--- src/rtl/tt_capture.sv ---
// Truth-table capture engine: sweeps x over all minterms, samples y,
// packs responses LSB-first into words and streams them out.
module tt_capture #(
  parameter int NIN  = 8,
  parameter int WORD = 32
) (
  input  logic            clk,
  input  logic            rst_n,
  input  logic            start,
  output logic            busy,
  output logic [NIN-1:0]  x,
  input  logic            y,
  output logic [WORD-1:0] tt_data,
  output logic            tt_valid,
  input  logic            tt_ready,
  output logic            tt_last,
  output logic [NIN:0]    ones,
  output logic            done
);

  localparam int NWORDS = (1 << NIN) / WORD;
  localparam int BW = (WORD > 1) ? $clog2(WORD) : 1;
  localparam int WW = (NWORDS > 1) ? $clog2(NWORDS) : 1;
  localparam logic [BW-1:0] BIT_LAST = BW'(WORD - 1);
  localparam logic [WW-1:0] WORD_LAST = WW'(NWORDS - 1);

  typedef enum logic [1:0] {
    IDLE,
    RUN,
    PUSH
  } state_t;

  state_t          state;
  logic [BW-1:0]   bit_idx;
  logic [WW-1:0]   word_idx;

  always_ff @(posedge clk or negedge rst_n) begin
    if (!rst_n) begin
      state    <= IDLE;
      busy     <= 1'b0;
      x        <= '0;
      tt_data  <= '0;
      tt_valid <= 1'b0;
      tt_last  <= 1'b0;
      ones     <= '0;
      done     <= 1'b0;
      bit_idx  <= '0;
      word_idx <= '0;
    end else begin
      done <= 1'b0;
      unique case (state)
        IDLE: begin
          if (start) begin
            state    <= RUN;
            busy     <= 1'b1;
            x        <= '0;
            bit_idx  <= '0;
            word_idx <= '0;
            ones     <= '0;
            tt_data  <= '0;
          end
        end
        RUN: begin
          tt_data[bit_idx] <= y;
          ones    <= ones + (NIN+1)'(y);
          x       <= x + NIN'(1);
          bit_idx <= bit_idx + BW'(1);
          if (bit_idx == BIT_LAST) begin
            state    <= PUSH;
            tt_valid <= 1'b1;
            tt_last  <= (word_idx == WORD_LAST);
          end
        end
        PUSH: begin
          // x and tt_data hold until the word is taken
          if (tt_ready) begin
            tt_valid <= 1'b0;
            tt_last  <= 1'b0;
            if (tt_last) begin
              state <= IDLE;
              busy  <= 1'b0;
              done  <= 1'b1;
            end else begin
              state    <= RUN;
              word_idx <= word_idx + WW'(1);
              bit_idx  <= '0;
            end
          end
        end
        default: state <= IDLE;
      endcase
    end
  end

endmodule
--- config.mk ---
export PLATFORM = sky130hd
export DESIGN_NAME = tt_capture
export DESIGN_NICKNAME = d
export VERILOG_FILES = /design/src/rtl/tt_capture.sv
export SDC_FILE = /design/constraint.sdc
export NUM_CORES = 1
export LEC_CHECK = 0
export ABC_AREA = 1
export CAP_MARGIN = 15
export CORE_AREA = 2 2 79 81
export DETAILED_ROUTE_END_ITERATION = 10
export DIE_AREA = 0 0 81 83
export PLACE_DENSITY = 0.79
export SETUP_SLACK_MARGIN = 0.15
export SLEW_MARGIN = 15
export SYNTH_ARGS = -nofsm -noshare
export SYNTH_HDL_FRONTEND = slang
export SYNTH_SLANG_ARGS = --single-unit
export TNS_END_PERCENT = 50
--- constraint.sdc ---
create_clock -name clk -period 3.1 [get_ports clk]
set_input_delay 0.31 -clock clk [delete_from_list [all_inputs] [get_ports clk]]
set_output_delay 0.31 -clock clk [all_outputs]
set_load 0.05 [all_outputs]
==> results of run 1 <==
## area by class of cell
type | count | share of cell area [%]
Sequential cell | 63 | 39.28
Multi-Input combinational cell | 312 | 34.73
Timing Repair Buffer | 64 | 15.46
Clock buffer | 14 | 4.551
Inverter | 39 | 3.647
Tap cell | 75 | 2.338
## cell families (layout without fill, tap and decap cells)
group | count (synthesis) | after routing | synth area share (%)
adder cells (fa/ha/maj) | 10 | 10 | 3.945
buffers and inverters | 50 | 117 | 6.351
AO/OA/AOI/OAI | 45 | 45 | 7.258
AND/OR/NAND/NOR | 257 | 257 | 32.74
flip-flops | 63 | 63 | 49.70
## cell usage after synthesis (all sizes together)
| master | count |
|---|---|
| buf | 11 |
| nor2 | 65 |
| nand3b | 1 |
| a21boi | 1 |
| a21oi | 7 |
| nand2 | 146 |
| o21bai | 1 |
| inv | 39 |
| nand4 | 7 |
| nand3 | 36 |
| dfrtp | 63 |
| or2 | 2 |
| o21ai | 36 |
| ha | 10 |
## flip-flops by register name, indices dropped and copies added (netlist names)
| name | flops |
|---|---|
| state | 2 |
| ones | 9 |
| bit_idx | 5 |
| done | 1 |
| busy | 1 |
| tt_data | 32 |
| tt_last | 1 |
| x | 8 |
| word_idx | 3 |
| tt_valid | 1 |
## report_power, final
part | switching, W | internal, W | total, W
combinational | 0.00175 | 0.000756 | 0.00250
clock | 0.000308 | 0.000369 | 0.000677
sequential | 0.000284 | 0.00112 | 0.00141
## metrics by stage
stage	worst slack [ns]	instances	util, %	total power [W]
floorplan	1.376	425	-	0.003088
global placement	0.9983	552	65.71	0.003869
detailed placement	0.9163	552	65.71	0.003915
CTS	1.120	567	69.02	0.004604
global route	1.002	567	69.02	0.004897
finish	1.114	567	69.02	0.004591
## layer usage
layer | vias up | track usage [%]
met4 | 0 | 12.63
met1 | 1390 | 33.21
met3 | 17 | 5.109
li1 | 1468 | -
met5 | - | 0
met2 | 81 | 39.14
## how the worst max path moves through the flow
stage                         start                       to  slack (ns)  cells past startpoint
2_1_floorplan   ones[0]$_DFFE_PN0P_      ones[8]$_DFFE_PN0P_        1.38                      7
3_3_place_gp                      y      ones[8]$_DFFE_PN0P_         1.0                      8
3_5_place_dp                      y  tt_data[22]$_DFFE_PN0P_        0.92                      6
4_1_cts         ones[2]$_DFFE_PN0P_                  ones[2]        1.12                      1
5_1_grt        state[1]$_DFFE_PN0P_  tt_data[16]$_DFFE_PN0P_        1.00                      6
6_report        ones[2]$_DFFE_PN0P_                  ones[2]        1.11                      1
## tightest hold or removal path: cells and delay by family (launching register included)
family | cells | cell delay, ns
and+or+nand+nor | 2 | 0.10
DFF | 1 | 0.34
## timing repair
item,4_1_cts,5_1_grt
hold buffers,1,0
hold endpoints to repair,3,0
gates resized for setup,0,0
==> flow_metrics.tcl, run 1 <==
set metrics [dict create \
    critPathMaxFanout 8 \
    cp-start-kind "flip-flop" \
    gp_congestion 0.8741 \
    routed_wl_um 7585 \
    critPathTopFamily "buffers and inverters" \
    status "finished, final reports clean" \
    cts_buffer_depth 2 \
    worstSetupPathType "flip-flop to primary output" \
    maxSlewHeadroom_pct 56.42 \
    holdWs_ns 0.4722 \
    arrival_ns 1.68 \
    rrSetupSlack_ns 1.25 \
    min_period_ns 1.986 \
    final_cell_mix "146 x nand2_1, 64 x nor2_1, 63 x dfrtp_1" \
    power_density_mw_per_mm2 1144 \
    cts_sinks 63 \
    grt-ovfl-total 0 \
    clk_latency_ns 0.35 \
    maxCapViolations 0 \
    initialDrtViolationCount 164 \
    fin_crit_sh_pct 64.08 \
    register_area_sq_mm 0.001577 \
    cts.clk_slew.worst_paths_ns 0.07 \
    crit_buf_inv 1 \
    drive_above_1_share_pct 5.081 \
    fin_tns_setup_ns 0 \
    critPathRequiredTime_ns 2.79 \
    cts_tree "yes" \
    grt_max_degree 30 \
    die_y_um 83 \
    drt-wirelength-per-cell_um 13.38 \
    grt_pass1_wl_um 13220 \
    drc 0 \
    h-tree-depth 3 \
    grt_pass1_vias 2938 \
    crit_chain "clkdlybuf4s50_1" \
    via_count 2956 \
    antenna_found_initial 0 \
    multi_input_area_sq_mm 0.001394 \
    finalMaxSlewViolations 0 \
    place_area_sq_mm 0.003821 \
    ys_ff_latch 63 \
    core_area_sq_mm 0.005816 \
    synth_area_leader_cell "dfrtp_1" \
    r2r_end "tt_data[22]$_DFFE_PN0P_" \
    avgViaCountPerCell 5.213 \
    ir_worst_vdd_mv 0.8140 \
    ant_nets 0 \
    final_common_cell "nand2_1" \
    crit_path_end_kind "primary output" \
    initial_core_util_pct 54.54 \
    wl_met2_um 3584 \
    cts_made_buffers 9 \
    min_path_type "flip-flop to flip-flop" \
    wl_met3_um 410 \
    post_cts_buffers 0 \
    fmax_mhz 503.4 \
    die-area_sq_mm 0.006723 \
    rr_startpoint "state[1]$_DFFE_PN0P_" \
    synth.top_cell.area_share_pct 49.70 \
    reg2reg_depth 6 \
    ys_seq_area_share_pct 49.70 \
    synthTopCellsByArea "dfrtp_1 50%, nand2_1 17%, nor2_1 7.6%, nand3_1 5.7%, o21ai_0 5.7%" \
    holdPathStages 2 \
    die_w_um 81 \
    clock_skew_ns 0.006356 \
    avgSynthCellArea_sq_um 7.463 \
    grt_usage_pct 25.21 \
    synthDistinctLibCells 16 \
    fp-row-count 28 \
    dr.pass1.iters 4 \
    hold_start "tt_valid$_DFFE_PN0P_" \
    root_buffer "clkbuf_8" \
    port_buffers 57 \
    hold_viol 0 \
    crit_slowest_cell "clkdlybuf4s50_1" \
    hpwl_um 5260 \
    synth_warnings 0 \
    antenna_cells 0 \
    top_layer_used "met4" \
    setup_viol 0 \
    synth_area_sq_mm 0.003172 \
    nets 504 \
    max_stage_delay_ns 0.85 \
    leakage_nw 1.965 \
    rsz0062_at_grt "no" \
    synth_nets 440 \
    n_fill_cell 520 \
    drt-met1-wl_um 3380 \
    syn_to_final_growth_pct 26.55 \
    final_cell_area_sq_mm 0.004014 \
    synthCells 425 \
    worst_pin_slew_ns 0.6537 \
    min_to "tt_valid$_DFFE_PN0P_" \
    ios 58 \
]
No activity file was read; power rests on OpenSTA's default activity.
==> inputs of run 2 (changes only) <==
CORE_AREA = 2 2 86 88   (was 2 2 79 81)
DIE_AREA = 0 0 88 90   (was 0 0 81 83)
PLACE_DENSITY = 0.71   (was 0.79)
clock period = 1.8 ns   (was 3.1 ns; I/O delays follow)
==> flow_metrics.tcl, run 2 (synthesis gave the netlist of run 1 again) <==
set metrics [dict create \
    power_w 0.007692 \
    final_cell_mix "146 x nand2_1, 64 x nor2_1, 60 x dfrtp_1" \
    drc 0 \
    nets 506 \
    core_area_sq_mm 0.007020 \
    cts.clk_slew.worst_paths_ns 0.07 \
    antenna_cells 0 \
    rsz0062_at_grt "yes" \
    pre_cts_ws_ns 0.04009 \
    dr.pass1.iters 5 \
    wl_met2_um 3373 \
    cts_tree "yes" \
    clock_skew_ns 0.008753 \
    drive_above_1_share_pct 6.478 \
    grt_usage_pct 20.40 \
    initial_core_util_pct 45.18 \
    post_cts_buffers 0 \
    worstSetupPathType "flip-flop to primary output" \
    worst_pin_slew_ns 0.5347 \
    leakage_nw 2.257 \
    ant_nets 0 \
    power_density_mw_per_mm2 1886 \
    n_fill_cell 659 \
    final_common_cell "nand2_1" \
    drt-met1-wl_um 3562 \
    initialDrtViolationCount 135 \
    die_y_um 90 \
    cts_buffer_depth 2 \
    crit_chain "clkdlybuf4s50_1" \
    critPathRequiredTime_ns 1.62 \
    top_layer_used "met4" \
    port_buffers 57 \
    finalMaxSlewViolations 0 \
    grt_pass1_wl_um 12770 \
    crit_buf_inv 1 \
    drt-wirelength-per-cell_um 12.54 \
    ios 58 \
    h-tree-depth 3 \
    maxSlewHeadroom_pct 64.49 \
    fmax_mhz 595.7 \
    cts_made_buffers 9 \
    fp-row-count 31 \
    fin_tns_setup_ns 0 \
    critPathMaxFanout 2 \
    register_area_sq_mm 0.001580 \
    clk_latency_ns 0.34 \
    die_w_um 88 \
    via_count 2922 \
    cp-start-kind "flip-flop" \
    grt-ovfl-total 0 \
    avgViaCountPerCell 4.927 \
    cts_sinks 63 \
    arrival_ns 1.50 \
    grt_max_degree 36 \
    rrSetupSlack_ns 0.31 \
    gp_congestion 0.9077 \
    crit_slowest_cell "clkdlybuf4s50_1" \
    crit_path_end_kind "primary output" \
    grt_pass1_vias 2827 \
    largest_register_ff_count 32 \
    syn_to_final_growth_pct 28.56 \
    regMostFlops "tt_data" \
    antenna_found_initial 0 \
    min_path_type "input pin to asynchronous set/reset pin" \
    routed_wl_um 7437 \
    die-area_sq_mm 0.007920 \
    critPathTopFamily "buffers and inverters" \
    hpwl_um 5237 \
    wl_met3_um 365 \
    ir_worst_vdd_mv 0.8546 \
    min_period_ns 1.679 \
    maxCapViolations 0 \
    multi_input_area_sq_mm 0.001396 \
    fin_crit_sh_pct 93.26 \
    max_stage_delay_ns 0.81 \
    status "finished, final reports clean" \
    hold_viol 0 \
    setup_viol 0 \
    top_regs "tt_data: 32 flops, ones: 9 flops, x: 8 flops" \
    root_buffer "clkbuf_8" \
    holdWs_ns 0.2302 \
    setup_slack_ns 0.1213 \
]
[run 2: final timing paths]
check                                         from                      end  depth (start not counted)
max                        tt_data[31]$_DFFE_PN0P_              tt_data[31]                          1
min                                          rst_n         x[0]$_DFFE_PN0P_                          2
max reg2reg                 bit_idx[0]$_DFFE_PN0P_  tt_data[24]$_DFFE_PN0P_                          7
min reg2reg                   tt_valid$_DFFE_PN0P_     tt_valid$_DFFE_PN0P_                          2
max in group asynchronous                    rst_n  tt_data[27]$_DFFE_PN0P_                          3
min in group clk              tt_valid$_DFFE_PN0P_     tt_valid$_DFFE_PN0P_                          2
[run 2: per-layer routing]
metal / GRT usage (%) / vias up
met5: 0 / -
met4: 7.179 / 0
met3: 4.683 / 12
met2: 30.87 / 99
met1: 28.58 / 1339
li1: - / 1472
[run 2: area by class of cell]
type                    instances  area share [%]
repair buffers                 66           16.11
well taps                      99           3.038
clock inverters                 1          0.1227
multi-input cells             312           34.24
inverters                      39           3.590
clock buffers                  13           4.142
flip-flops and latches         63           38.75
[run 2: repair_timing]
| item | 4_1_cts | 5_1_grt |
|---|---|---|
| setup endpoints to repair | 51 | 35 |
| hold buffers | 1 | 0 |
| pin swaps | 0 | 0 |
| gates resized for setup | 25 | 15 |
| hold endpoints to repair | 16 | 0 |
[run 2: where the power goes]
group          internal, W  switching (W)
logic              0.00117        0.00300
clock network     0.000596       0.000517
registers          0.00194       0.000471
[run 2: through the flow]
| stage | util (%) | instances | instance area (sq um) |
|---|---|---|---|
| 3_5_place_dp | 55.41 | 578 | 3890 |
| 5_1_grt | 58.08 | 593 | 4078 |
| 2_1_floorplan | - | 425 | 3173 |
| 3_3_place_gp | 55.41 | 578 | 3890 |
| 6_report | 58.08 | 593 | 4078 |
| 4_1_cts | 57.58 | 593 | 4043 |
[run 2: worst register-to-register path, cell delays in order (launching register included)]
cell     delay, ns
dfrtp_2       0.45
inv_1         0.09
ha_1          0.23
inv_1         0.13
nor2_1        0.23
nand2_1       0.10
nor2_1        0.10
a21oi_1       0.05
==> RTL edit 1: new RTL, flow settings as in run 2 <==
Encoding of `state_t`: now one-hot (3 bits for 3 states).
--- a/src/rtl/tt_capture.sv
+++ b/src/rtl/tt_capture.sv
@@ -25,8 +25,8 @@
   localparam logic [WW-1:0] WORD_LAST = WW'(NWORDS - 1);
 
-  typedef enum logic [1:0] {
-    IDLE,
-    RUN,
-    PUSH
+  typedef enum logic [2:0] {
+    IDLE = 3'b001,
+    RUN  = 3'b010,
+    PUSH = 3'b100
   } state_t;
 
Check against the original RTL: no difference found for any inputs over 10 cycles, from zero or initial values and one cycle with rst_n low; not proved beyond that.
==> RTL edit 1 against run 2 <==
Via count is 1.5% lower. Global-route usage is 0.28 points lower. Synthesized cell count is 3.1% lower. Synthesized area is 1.8% higher. Sequential power is 20% lower. Hold slack better by 0.16 ns. Worst setup slack better by 0.0084 ns. Clock power is 7% lower. Sequential share of layout area is 0.37 points higher. Power is 32% lower. Cell area is 0.55% higher. Wire length is 1.6% lower. Sequential cell count is 1 higher. Critical endpoint is now tt_data[29].
==> RTL edit 1: results (changes against run 2) <==
metric;value;unit;change
yosys-top-cells-area;dfrtp_1, nand2_1, nand3_1;;
clock_latency;0.33;ns;
total_leakage_power;0.00230;uW;+1.9%
hold_path.class;primary input to flip-flop;;
drive_above_1_share;0.0624;;-0.00241
finalWeightedCongestion;0.905;;-0.25%
rows;31;;unchanged
clk_path_buf_depth;2;;unchanged
fillers;660;;+0.15%
synth_cells;412;;-3.1%
dp.cells;563;;-2.6%
status;completed;;
grtUsageTotal;0.201;;-0.00284
first_global_vias;2847;;+0.71%
first_iter_violations;166;;+23%
wl;7320;um;-1.6%
hpwlAfterDp;5170;um;-1.4%
synth_flop_cell;dfrtp_1;;
synth_fp_nets;427;;-3.0%
max_slew_margin;0.655;;+0.0102
skew;0.00566;ns;-0.00310 ns
yosysUniqueCellTypes;23;;+7
peakVddDrop;0.493;mV;-42%
vias;2878;;-1.5%
drtPass1Iterations;4;;-1
grt_max_degree;65;;+81%
diodes;0;;unchanged
place_ws;0.0233;ns;-0.0168 ns
avgViaCountPerCell;4.96;;+0.70%
max_freq;599;MHz;+0.50%
cts_buffers;9;;unchanged
yosysSeqAreaShare;0.497;;-0.000530
grt_pass1_wl;12700;um;-0.43%
synth_common_cells;nand2_1, dfrtp_1, nand3_1, nor2_1, inv_1;;
layout.nets;493;;-2.6%
[RTL edit 1: changes by cell type in the layout (fill, tap and decap cells not counted), sizes merged, moves of 2 or more]
cell         change
a21oi            -4
nor2            -24
o21ai            +6
inv              +2
dlygate4sd2      +2
o22ai            +2
nand2           -22
o21bai           +6
nand3           +21
or2              -2
[RTL edit 1: path summary, 6_finish.rpt]
kind                             start  slack, ns          end  cells after the start
setup / recovery           tt_data[29]       0.13  tt_data[29]                      1
hold / removal                tt_ready       0.39         done                      3
setup reg to reg            bit_idx[3]       0.25  tt_data[16]                      6
hold reg to reg               tt_valid       0.47     tt_valid                      2
max in group asynchronous        rst_n       1.10     state[0]                      3
min in group asynchronous        rst_n       0.40         x[4]                      3
[RTL edit 1: metrics by stage]
step,hold slack [ns],utilization,cell area (um2)
finish,0.392,0.584,4100
global placement,0.225,0.559,3920
detailed placement,0.227,0.559,3920
global route,0.431,0.584,4100
CTS,0.385,0.577,4050
floorplan,-0.116,-,3230
[RTL edit 1: final cells by class]
type	instances	area, um2	area share
Clock buffer	13	149	0.0363
Clock inverter	1	5.00	0.00122
Inverter	41	154	0.0375
Multi-Input combinational cell	295	1400	0.341
Sequential cell	64	1600	0.391
Tap cell	99	124	0.0302
Timing Repair Buffer	67	664	0.162
[RTL edit 1: timing repair]
| action | in CTS | in global routing |
|---|---|---|
| buffers inserted | 0 | 2 |
| hold endpoints to repair | 63 | 0 |
| resized for setup | 27 | 13 |
| setup endpoints to repair | 55 | 44 |
| hold buffers | 1 | 0 |
[RTL edit 1: cells by family (layout without fill, tap and decap cells)]
group | after synthesis | in the layout | share of synthesized area
AOI/OAI and AO/OA | 55 | 55 | 0.0919
xor gates and xnor gates | 1 | 1 | 0.00271
adders and majority gates | 10 | 10 | 0.0388
buffers and inverters | 53 | 122 | 0.0705
DFF | 64 | 64 | 0.497
and+or+nand+nor | 229 | 229 | 0.300
[RTL edit 1: report_power, final]
part	internal [uW]	switching [uW]	leakage [uW]	total, uW
sequential	1680	243	0.000876	1920
clock	522	508	0.0000794	1030
combinational	650	1640	0.00135	2290
total	2850	2390	0.00230	5240
[RTL edit 1: per-layer routing]
metal | global-route usage | share of wire
met3 | 0.0441 | 0.037
met2 | 0.309 | 0.47
met4 | 0.0577 | 0.012
met1 | 0.286 | 0.48
met5 | 0 | 0
==> RTL edit 2: new RTL, settings of run 2 <==
Made on the original files. `WORD`: 32 -> 16.
--- a/src/rtl/tt_capture.sv
+++ b/src/rtl/tt_capture.sv
@@ -3,5 +3,5 @@
 module tt_capture #(
   parameter int NIN  = 8,
-  parameter int WORD = 32
+  parameter int WORD = 16
 ) (
   input  logic            clk,
Ports: changed (resized tt_data); port bits go from 58 to 42. The function was not compared with the original's and may differ.
==> RTL edit 2 against run 2 <==
Synthesized area shrank 22%. Wire length shrank 28%. Count of clock-buffer cells in the layout shrank 7. First-iteration DRC count shrank 46%. Core utilization shrank 13 points. Power shrank 39%. Die area is the same. Clock skew shrank 0.0017 ns. Sequential cell count shrank 16. Sequential share of layout area shrank 1.2 points. Cell area shrank 23%. Cell count shrank 21%. Synthesized cell count shrank 24%. Worst setup slack gained 0.037 ns.
==> RTL edit 2: results (changes against run 2) <==
metric;value;unit;change
r2r_end;tt_data[1];;
yosys-top-cells-area;dfrtp_1, nand2_1, nand3_1;;
drc;0;;unchanged
first_iter_violations;73;;-46%
cp.arrival;1.46;ns;-0.04 ns
first_global_vias;2036;;-28%
maxCapViolations;0;;unchanged
cts_setup_buffers;0;;unchanged
peakVddDrop;0.475;mV;-44%
diodes;0;;unchanged
wl;5380;um;-28%
layout.nets;382;;-25%
cts_buffers;5;;-4
vias;2194;;-25%
finalWeightedCongestion;0.745;;-18%
portBuffers;41;;-28%
yosysUniqueCellTypes;23;;+7
skew;0.00705;ns;-0.00170 ns
critPathMaxFanout;2;;unchanged
timing.rr.start;state[1];;
synth_flop_cell;dfrtp_1;;
synth_fp_nets;334;;-24%
yosysSeqAreaShare;0.475;;-0.0225
hold_path.class;primary input to asynchronous set/reset pin;;
cts-root-buf;clkbuf_8;;
grtUsageTotal;0.142;;-0.0617
clock_latency;0.30;ns;-0.04 ns
h-tree-depth;2;;-1
tightest_slew;0.519;ns;-0.0154 ns
hpwlAfterDp;3900;um;-26%
drtPass1Iterations;4;;-1
drive_above_1_share;0.0892;;+0.0244
top_regs;tt_data x16, ones x9, x x8;;
grt_pass1_wl;9040;um;-29%
synth_common_cells;nand2_1, dfrtp_1, nand3_1, inv_1, nor2_1;;
clk_path_buf_depth;2;;unchanged
crit_path_max_incr_delay;0.81;ns;about the same
async_flop_share;1.00;;unchanged
total_leakage_power;0.00177;uW;-22%
r2r_cells;4;;-3
yosys_warnings;0;;unchanged
antenna_found_initial;0;;unchanged
status;completed;;
grt_max_degree;31;;-14%
cts.clk_slew.worst_paths;0.08;ns;
sw_frac_of_total;0.482;;-0.0364
r2r_slack;0.31;ns;about the same
slowest_stage;clkdlybuf4s50_1;;
crit_family;buffers and inverters;;
[RTL edit 2: cell count changes after synthesis, moves of 3 or more]
cell and change:
nand2_2 +5, o21ai_1 +19, buf_2 -8, a21oi_1 -3, o22ai_1 +5, inv_1 -6, nand2_1 -30, o21ai_0 -30
nor2_1 -43, dfrtp_1 -16
[RTL edit 2: power groups by stage]
stage               combinational [uW]  sequential, uW  clock, uW
finish                            2350            1570        796
global route                      2610            1620        866
CTS                               2370            1570        830
detailed placement                2410            1600          0
global placement                  2370            1590          0
floorplan                         1280            2100          0
[RTL edit 2: cell families (layout without fill, tap and decap cells)]
logic type | after synthesis | count (layout) | share of synthesized area
AND/OR/NAND/NOR | 189 | 189 | 0.332
buffers and inverters | 42 | 91 | 0.0787
adder cells (fa/ha/maj) | 8 | 8 | 0.0404
flip-flops | 47 | 47 | 0.475
AO/OA/AOI/OAI | 35 | 35 | 0.0742
[RTL edit 2: what timing repair did]
| action | CTS | global route |
|---|---|---|
| setup endpoints to repair | 32 | 19 |
| hold endpoints to repair | 15 | 0 |
| gates resized for setup | 16 | 9 |
| hold buffers | 1 | 0 |
[RTL edit 2: worst max-delay path by stage]
| stage | start | end | slack, ns | cells after the start |
|---|---|---|---|---|
| 2_1_floorplan | ones[0] | ones[8] | 0.23 | 7 |
| 3_3_place_gp | y | ones[8] | 0.13 | 8 |
| 3_5_place_dp | y | ones[8] | 0.10 | 8 |
| 4_1_cts | x[7] | x[7] | 0.12 | 1 |
| 5_1_grt | tt_data[8] | tt_data[8] | 0.11 | 1 |
| 6_report | tt_data[13] | tt_data[13] | 0.16 | 1 |
[RTL edit 2: layout make-up]
type / instances / area (um2)
fill: 698 / 3890
sequential: 47 / 1180
multi-input combinational: 232 / 1110
timing repair buffer: 49 / 480
inverter: 34 / 128
tap: 99 / 124
clock buffer: 6 / 82.6
clock inverter: 2 / 35.0
[RTL edit 2: through the flow]
| step | setup slack, ns | hold slack, ns | area (um2) | instances |
|---|---|---|---|---|
| floorplan | 0.233 | -0.116 | 2480 | 321 |
| global placement | 0.132 | 0.136 | 3000 | 460 |
| detailed placement | 0.101 | 0.141 | 3000 | 460 |
| CTS | 0.117 | 0.347 | 3110 | 469 |
| global route | 0.110 | 0.374 | 3130 | 469 |
| finish | 0.159 | 0.346 | 3130 | 469 |
[RTL edit 2: routing by layer]
layer  global-route usage  up-vias  part of all wire
met5                    0        -                 0
met4               0.0410        0             0.012
met3               0.0312        6             0.035
met2                0.240       36              0.51
met1                0.181     1024              0.45
li1                     -     1128                 -
